## config.mk

```make
export PLATFORM = sky130hd
export DESIGN_NAME = mips_regfile_sb_flat
export DESIGN_NICKNAME = d
export VERILOG_FILES = /design/src/rtl/mips_regfile_sb_if.sv /design/src/rtl/mips_regfile_sb.sv /design/src/flat_wrapper.sv
export SDC_FILE = /design/constraint.sdc
export NUM_CORES = 2
export LEC_CHECK = 0
export CORE_UTILIZATION = 47
export CTS_CLUSTER_DIAMETER = 120
export DETAILED_ROUTE_END_ITERATION = 10
export GPL_TIMING_DRIVEN = 0
export HOLD_SLACK_MARGIN = 0.08
export PLACE_DENSITY = 0.62
export SLEW_MARGIN = 20
export SYNTH_ARGS = -nofsm -noshare
export SYNTH_HDL_FRONTEND = slang
export SYNTH_SLANG_ARGS = --single-unit
```

## constraint.sdc

```tcl
create_clock -name clk -period 10.35 [get_ports clk]
set_clock_uncertainty 0.2 [all_clocks]
set_input_delay 1.035 -clock clk [delete_from_list [all_inputs] [get_ports clk]]
set_output_delay 1.035 -clock clk [all_outputs]
set_load 0.02 [all_outputs]
```

## src/rtl/mips_regfile_sb_if.sv

```systemverilog
// rtl/mips_regfile_sb_if.sv - decode/write-back bus for the MIPS register file with scoreboard
//
// Signals (master = decode/write-back side, slave = register file):
//   we, waddr, wdata       write port, sampled on rising clk
//   raddr1, raddr2         read port addresses
//   rdata1, rdata2         combinational read data (with write bypass)
//   busy1, busy2           combinational outstanding-producer flags for raddr1/raddr2
//   claim, claim_addr      mark a register busy for an issued producer
//   busy_cnt               registered number of busy registers
interface mips_regfile_sb_if #(
    parameter int DATA_W = 32,
    parameter int ADDR_W = 5
);
    logic              we;
    logic [ADDR_W-1:0] waddr;
    logic [DATA_W-1:0] wdata;
    logic [ADDR_W-1:0] raddr1;
    logic [ADDR_W-1:0] raddr2;
    logic [DATA_W-1:0] rdata1;
    logic [DATA_W-1:0] rdata2;
    logic              busy1;
    logic              busy2;
    logic              claim;
    logic [ADDR_W-1:0] claim_addr;
    logic [ADDR_W:0]   busy_cnt;

    modport master (
        output we, waddr, wdata, raddr1, raddr2, claim, claim_addr,
        input  rdata1, rdata2, busy1, busy2, busy_cnt
    );

    modport slave (
        input  we, waddr, wdata, raddr1, raddr2, claim, claim_addr,
        output rdata1, rdata2, busy1, busy2, busy_cnt
    );
endinterface

```

## src/rtl/mips_regfile_sb.sv

```systemverilog
// rtl/mips_regfile_sb.sv - MIPS register file with write bypass and busy scoreboard
//
// Ports:
//   clk    rising-edge clock
//   rst_n  asynchronous active-low reset; clears registers, busy bits and busy_cnt
//   bus    mips_regfile_sb_if.slave: write port, two combinational read ports,
//          per-port busy flags, claim port and registered busy count
// Parameters:
//   DATA_W   register width
//   ADDR_W   address width, 2**ADDR_W registers
//   ZERO_REG 1: register 0 is hardwired zero, never written, never busy
module mips_regfile_sb #(
    parameter int DATA_W   = 32,
    parameter int ADDR_W   = 5,
    parameter bit ZERO_REG = 1'b1
) (
    input  logic                clk,
    input  logic                rst_n,
    mips_regfile_sb_if.slave    bus
);
    localparam int DEPTH = 1 << ADDR_W;

    logic [DATA_W-1:0] regs [DEPTH];
    logic [DEPTH-1:0]  busy;
    logic [DEPTH-1:0]  busy_next;
    logic [ADDR_W:0]   cnt_next;
    logic [ADDR_W:0]   busy_cnt_q;

    function automatic logic is_zero(input logic [ADDR_W-1:0] a);
        return ZERO_REG && (a == '0);
    endfunction

    // A write to the zero register is dropped entirely, including its bypass.
    logic wr_ok;
    assign wr_ok = bus.we && !is_zero(bus.waddr);

    always_ff @(posedge clk or negedge rst_n) begin
        if (!rst_n) begin
            for (int r = 0; r < DEPTH; r++) begin
                regs[r] <= '0;
            end
        end else if (wr_ok) begin
            regs[bus.waddr] <= bus.wdata;
        end
    end

    // Claim beats a same-cycle write to the same register: the claiming
    // instruction is a newer producer than the one completing now.
    always_comb begin
        busy_next = busy;
        cnt_next  = '0;
        for (int r = 0; r < DEPTH; r++) begin
            if (bus.claim && bus.claim_addr == ADDR_W'(r) && !is_zero(ADDR_W'(r))) begin
                busy_next[r] = 1'b1;
            end else if (bus.we && bus.waddr == ADDR_W'(r)) begin
                busy_next[r] = 1'b0;
            end
            cnt_next = cnt_next + (ADDR_W + 1)'(busy_next[r]);
        end
    end

    always_ff @(posedge clk or negedge rst_n) begin
        if (!rst_n) begin
            busy       <= '0;
            busy_cnt_q <= '0;
        end else begin
            busy       <= busy_next;
            busy_cnt_q <= cnt_next;
        end
    end

    function automatic logic [DATA_W-1:0] read_port(input logic [ADDR_W-1:0] ra);
        if (is_zero(ra)) begin
            return '0;
        end else if (wr_ok && bus.waddr == ra) begin
            return bus.wdata;
        end else begin
            return regs[ra];
        end
    endfunction

    // A completing write releases the stall in its own cycle unless the same
    // register is being re-claimed in that cycle.
    function automatic logic busy_port(input logic [ADDR_W-1:0] ra);
        logic completing;
        completing = bus.we && bus.waddr == ra && !(bus.claim && bus.claim_addr == ra);
        return busy[ra] && !completing;
    endfunction

    assign bus.rdata1   = read_port(bus.raddr1);
    assign bus.rdata2   = read_port(bus.raddr2);
    assign bus.busy1    = busy_port(bus.raddr1);
    assign bus.busy2    = busy_port(bus.raddr2);
    assign bus.busy_cnt = busy_cnt_q;
endmodule

```

## src/flat_wrapper.sv

```systemverilog
// flat-port wrapper written by rule: the top's interface ports become plain ports
module mips_regfile_sb_flat 
#(
    parameter int DATA_W   = 32,
    parameter int ADDR_W   = 5,
    parameter bit ZERO_REG = 1'b1
)
  (clk, rst_n, bus_we, bus_waddr, bus_wdata, bus_raddr1, bus_raddr2, bus_claim, bus_claim_addr, bus_rdata1, bus_rdata2, bus_busy1, bus_busy2, bus_busy_cnt);
  mips_regfile_sb_if #(.DATA_W(DATA_W), .ADDR_W(ADDR_W)) bus_i ();
  input  logic clk;
  input  logic rst_n;
  input wire logic [$bits(bus_i.we)-1:0] bus_we;
  input wire logic [$bits(bus_i.waddr)-1:0] bus_waddr;
  input wire logic [$bits(bus_i.wdata)-1:0] bus_wdata;
  input wire logic [$bits(bus_i.raddr1)-1:0] bus_raddr1;
  input wire logic [$bits(bus_i.raddr2)-1:0] bus_raddr2;
  input wire logic [$bits(bus_i.claim)-1:0] bus_claim;
  input wire logic [$bits(bus_i.claim_addr)-1:0] bus_claim_addr;
  output wire logic [$bits(bus_i.rdata1)-1:0] bus_rdata1;
  output wire logic [$bits(bus_i.rdata2)-1:0] bus_rdata2;
  output wire logic [$bits(bus_i.busy1)-1:0] bus_busy1;
  output wire logic [$bits(bus_i.busy2)-1:0] bus_busy2;
  output wire logic [$bits(bus_i.busy_cnt)-1:0] bus_busy_cnt;
  assign bus_i.we = bus_we;
  assign bus_i.waddr = bus_waddr;
  assign bus_i.wdata = bus_wdata;
  assign bus_i.raddr1 = bus_raddr1;
  assign bus_i.raddr2 = bus_raddr2;
  assign bus_i.claim = bus_claim;
  assign bus_i.claim_addr = bus_claim_addr;
  assign bus_rdata1 = bus_i.rdata1;
  assign bus_rdata2 = bus_i.rdata2;
  assign bus_busy1 = bus_i.busy1;
  assign bus_busy2 = bus_i.busy2;
  assign bus_busy_cnt = bus_i.busy_cnt;
  mips_regfile_sb #(.DATA_W(DATA_W), .ADDR_W(ADDR_W), .ZERO_REG(ZERO_REG)) u_core (.clk(clk), .rst_n(rst_n), .bus(bus_i));
endmodule
```

# [Word-level counts from Yosys, hierarchy flattened]
# Cells that the tools add are included.
# Widths: inputs -> output; s select.
[totals] ff_bits=1062 output_inout_bits=72
[op_classes] order_cmp=6 mux=80 bitwise=3 add_sub_neg=31 n_eq_ne=66 reduce_logical=83
[op_table] cell="$bwmux 1024" count=1
[op_table] cell="$bmux 32 s5" count=2
[op_table] cell="$mux 32" count=9
[op_table] cell="$add 6x1->6" count=30
[op_table] cell="$demux 32 s5" count=1
[op_table] cell="$eq 5x5->1 const B" count=32
[op_table] cell="$eq 5x4->1 const B" count=16
[op_table] cell="$logic_and 1x1->1" count=75
[op_table] cell="$mux 1" count=65
[op_table] cell="$eq 5x3->1 const B" count=8
[op_table] cell="$eq 5x2->1 const B" count=4
[op_table] cell="$eq 5x5->1" count=4
[op_table] cell="$ge 6x6->1 const B" count=3
[op_table] cell="$not 5->6" count=3
[op_table] cell="$logic_not 5->1" count=3
[op_table] cell="$lt 5x6->1 const B" count=2
[op_table] cell="$bmux 1 s5" count=2
[op_table] cell="$eq 5x1->1 const B" count=2
[op_table] cell="$lt 6x1->1 const B" count=1
[op_table] cell="$logic_not 1->1" count=5
[op_table] cell="$add 1x1->2" count=1

# [Depth between registers and ports, before layout]
[logic_depth] ltp_word=35 mapped_depth=22

# [Worst setup path before layout]
# No wires, ideal clock.
[synth_timing] path_type="input -> register" from="in bus_we" to="reg u_core.busy_cnt_q[4] (netlist: u_core.bus.busy_cnt[4])" path_stages=19 required_ns=10.027 path_buffers=2 arrival_time_ns=6.493 setup_ns=0.123 slack_ns=3.534 path_cell_list="clkbuf_1 > nor3b_1 > nand2_1 > buf_1 > a22oi_1 > fa_1 > fa_1 > inv_1 > fa_1 > fa_1 > fa_1 > inv_1 > fa_1 > fa_1 > fa_1 > inv_1 > a21o_1 > a21oi_1 > xnor2_1"
[synth_between] elab_chain_len=34 word_cells_on_any_way=126
[synth_lines] element="from (decl)" line="flat_wrapper.sv:12" text="input wire logic [$bits(bus_i.we)-1:0] bus_we;"
[synth_lines] element="$logic_and 1x1->1" line="mips_regfile_sb.sv:55" text="end else if (bus.we && bus.waddr == ADDR_W'(r)) begin"
[synth_lines] element="$mux 1" line="mips_regfile_sb.sv:55"
[synth_lines] element="$mux 1" line="mips_regfile_sb.sv:53" text="if (bus.claim && bus.claim_addr == ADDR_W'(r) && !is_zero(ADDR_W'(r))) begin"
[synth_lines] element="$add 1x1->2" line="mips_regfile_sb.sv:58" text="cnt_next = cnt_next + (ADDR_W + 1)'(busy_next[r]);"
[synth_lines] element="$add 6x1->6 (29 in a row)" line="mips_regfile_sb.sv:58"
[synth_lines] element="$add 6x1->6 (*)" line="mips_regfile_sb.sv:58"
[synth_lines] element="via u_core.cnt_next[4]" line="mips_regfile_sb.sv:26" text="logic [ADDR_W:0] cnt_next;"
[synth_lines] element="to (signal assigned)" line="mips_regfile_sb.sv:68" text="busy_cnt_q <= cnt_next;"
[synth_lines] element="to (decl)" line="mips_regfile_sb.sv:27" text="logic [ADDR_W:0] busy_cnt_q;"
# Mark *: on every way through the listed nets, which the timed path passes. The rest lies on a longest branch.
# A chain may end at the register's enable or synchronous reset.

# [Final worst setup path]
[layout_timing] from="in bus_waddr[1]" to="reg u_core.busy_cnt_q[4] (netlist: u_core.bus.busy_cnt[4])"
[layout_between] elab_chain_len=35 word_cells_on_any_way=158
[layout_lines] element="from (decl)" line="flat_wrapper.sv:13" text="input wire logic [$bits(bus_i.waddr)-1:0] bus_waddr;"
[layout_lines] element="$eq 5x1->1" line="mips_regfile_sb.sv:55"
[layout_lines] element="$logic_and 1x1->1" line="mips_regfile_sb.sv:55"
[layout_lines] element="$mux 1" line="mips_regfile_sb.sv:55"
[layout_lines] element="$mux 1" line="mips_regfile_sb.sv:53"
[layout_lines] element="$add 1x1->2" line="mips_regfile_sb.sv:58"
[layout_lines] element="$add 6x1->6 (29 in a row)" line="mips_regfile_sb.sv:58"
[layout_lines] element="$add 6x1->6 (*)" line="mips_regfile_sb.sv:58"
[layout_lines] element="via u_core.cnt_next[4]" line="mips_regfile_sb.sv:26"
# Marked as above.

==> flow_metrics.env <==
export IMPL_synth_top_family_by_area="multiplexers"
export IMPL_fin_tns_setup_ns=0
export IMPL_setup_viol=0
export IMPL_drt_drc_violations_left=0
export IMPL_wl_mm=287
export IMPL_drtIter0Drc=8132
export IMPL_antenna_found_initial=27
export IMPL_multiInputGateArea_mm2=0.0287
export IMPL_grt_pass1_vias=42300
export IMPL_pin_count=128
export IMPL_max_cap_viol_count=0
export IMPL_syn_to_final_growth_pct=14.5
export IMPL_fillers=10100
export IMPL_hold_viol=0
export IMPL_num_rows=127
export IMPL_relSlewSlack_pct=14.3
export IMPL_run_status="finished clean"
export IMPL_cts_tree="done"
export IMPL_synthMuxAreaShare_pct=40.9
export IMPL_fp_coreArea_mm2=0.120
export IMPL_gp_congestion=1.07
export IMPL_grt_max_degree=138
export IMPL_clk_latency_ns=0.75
export IMPL_synth_compound_area_share_pct=5.78
export IMPL_crit_type="in -> reg"
export IMPL_max_freq_ghz=0.128
export IMPL_tightest_slew_ns=1.29
export IMPL_syn_cell_area_mm2=0.0574
export IMPL_drive_above_1_share_pct=45.5
export IMPL_synthFlopType="dfrtp_1"
export IMPL_final_nets=4295
export IMPL_routed_via_density=7.54
export IMPL_synthArstFlopShare_pct=100
export IMPL_numPortBuffers=117
export IMPL_first_pass_iters=9
export IMPL_hpwl_mm=191
export IMPL_cts_path_max_buffers=3
export IMPL_synth_net_count=4014
export IMPL_grt_overflow_total=0
export IMPL_startpoint_type="primary input"
export IMPL_grt_pass1_wl_mm=379
export IMPL_root_buffer="clkbuf_16"
export IMPL_maxSlewViolCount=0
export IMPL_synth_edff_count=0
export IMPL_wl_per_cell_um=48.3
export IMPL_power_density_mw_per_mm2=220
export IMPL_grt_use_total_pct=46.6
export IMPL_cts_resized=0
export IMPL_critPathArrivalTime_ns=8.28
export IMPL_syn_inst=3926
export IMPL_clock_sinks=1062
export IMPL_synth_avg_cell_area_um2=14.6
export IMPL_die_width_um=351
export IMPL_synth_xor_area_share_pct=0.351
export IMPL_crit_required_ns=10.81
export IMPL_fin_crit_sh_pct=75.5
export IMPL_path_clk_slew_ns=0.06
export IMPL_htree_levels=3
export IMPL_hp_class="reg -> reg"
export IMPL_yosys_warnings=0
export IMPL_layout_min_cycle_time_ns=7.82
export IMPL_seqCellArea_mm2=0.0266
export IMPL_ys_seq_area_share_pct=46.3
export IMPL_synthAdderAreaFrac_pct=1.01
export IMPL_finalPower_mw=14.5
export IMPL_cts_inserted_buffers=121
export IMPL_p_leak_nw=28.4
export IMPL_synth_distinct_cells=54
export IMPL_start_util_pct=47.6
export IMPL_vias=44800
export IMPL_ant_nets=0
export IMPL_end_kind="flop"
export IMPL_critPathMaxFanout=10
export IMPL_min_path_cells=1
export IMPL_ys_ff_latch=1062
export IMPL_yosys_area_share_simple_pct=1.86
export IMPL_dieArea_mm2=0.124
export IMPL_vdd_drop_max_mv=1.01
export IMPL_die_y_um=351
export IMPL_rsz0062_at_grt="false"
export IMPL_reg2regPathDepth=15
[cell usage after synthesis (5+ instances only)]
master / number / area (µm²)
fa_1: 24 / 480
nor2b_1: 10 / 62.6
nand2_1: 89 / 334
nand2b_1: 5 / 31.3
o211ai_1: 7 / 52.6
inv_1: 45 / 169
xor2_1: 9 / 78.8
clkbuf_1: 267 / 1000
a22o_1: 19 / 166
a32o_1: 32 / 320
o22a_1: 7 / 61.3
a21oi_1: 53 / 265
dfrtp_1: 1062 / 26600
buf_1: 48 / 180
ha_1: 8 / 100
o21ai_0: 27 / 135
buf_6: 11 / 124
buf_2: 92 / 460
a221oi_1: 17 / 149
a22oi_1: 97 / 728
nand3b_1: 6 / 45.0
o221ai_1: 63 / 552
mux4_2: 443 / 9980
a211oi_1: 14 / 105
o22ai_1: 27 / 169
nor3_1: 27 / 135
nor2_1: 52 / 195
a221o_1: 51 / 510
xnor2_1: 14 / 123
and3b_1: 6 / 52.6
mux2_2: 1025 / 11500
nor3b_1: 7 / 52.6
buf_4: 32 / 240
mux2i_1: 195 / 1950
[logic make-up after synthesis]
group	count (synthesis)
fa+ha+maj	32
compound gates	426
mux	1663
xor+xnor	23
simple gates	225
flops	1062
buf+inv	495
[critical path, cell delays in order]
cell,delay [ns]
clkdlybuf4s50_1,0.55
buf_2,0.26
and3b_1,0.18
clkbuf_1,0.16
nand2_1,0.43
clkbuf_1,0.90
a22oi_1,0.31
fa_1,0.61
inv_1,0.05
fa_1,0.55
fa_1,0.44
fa_1,0.46
fa_1,0.49
inv_1,0.05
fa_1,0.45
fa_1,0.43
fa_1,0.47
inv_1,0.07
a21o_1,0.11
a21oi_1,0.07
xnor2_1,0.18
[what timing repair did]
action	in CTS	in global routing
endpoints found under the hold margin	4	0
hold buffers	1	0
buffers inserted	0	0
[power breakdown]
part           internal, mW  switching, mW  total [mW]  leakage, nW
logic                  2.19           2.27        4.46         12.9
clock network          2.55           1.86        4.41         1.91
registers              4.99          0.609        5.60         13.6
[per-stage QoR]
step                      util (%)  cells  area (µm²)  setup slack, ns  hold WS [ns]
after floorplan                  -   3926       57400             3.53         0.241
after global routing          54.5   5913       65600             2.46         0.296
after global placement        50.3   5655       60600           -41.92         0.253
after CTS                     54.5   5912       65600             2.67         0.280
final                         54.5   5936       65700             2.53         0.281
after detailed placement      51.2   5694       61700             1.91         0.264
[placed cells by master, fill, tap and decap left out, types with 63 or more instances in the layout]
cell             count
a22oi_1             97
buf_2              118
clkbuf_1           210
clkbuf_16          125
clkbuf_2           104
clkdlybuf4s50_1    116
dfrtp_1           1062
mux2_2            1025
mux2i_1            195
mux4_2             443
nand2_1             89
o221ai_1            63
[state kept, by name, summed over array words and instances (netlist names)]
| register | flops |
|---|---|
| u_core.regs | 1024 |
| u_core.busy | 32 |
| u_core.bus.busy_cnt | 6 |
[layout make-up]
type / instances / share of cell area (%)
clock buffers: 196 / 5.53
repair buffers: 158 / 3.19
multi-input cells: 2369 / 43.6
inverters: 45 / 0.257
well taps: 1612 / 3.07
flip-flops and latches: 1062 / 40.5
clock inverters: 21 / 0.465
plain buffers: 450 / 3.30
diodes: 23 / 0.0876
[per-layer routing]
metal | routed length [µm] | vias to the layer above | GRT usage (%)
met3 | 46900 | 1233 | 24.8
met4 | 26100 | 27 | 33.7
li1 | - | 15800 | -
met5 | 453 | - | 1.73
met1 | 102000 | 23600 | 58.0
met2 | 112000 | 4200 | 61.0
[path summary, 6_finish.rpt]
kind	endpoint	slack, ns	startpoint
max	u_core.bus.busy_cnt[4]	2.53	bus_waddr[1]
min	u_core.regs[1011]	0.28	u_core.regs[1011]
max reg2reg	u_core.bus.busy_cnt[4]	4.89	u_core.busy[0]
min reg2reg	u_core.regs[1011]	0.28	u_core.regs[1011]
max in group asynchronous	u_core.regs[98]	6.81	rst_n
min in group asynchronous	u_core.busy[19]	0.52	rst_n
(Power assumes the default switching activity.)
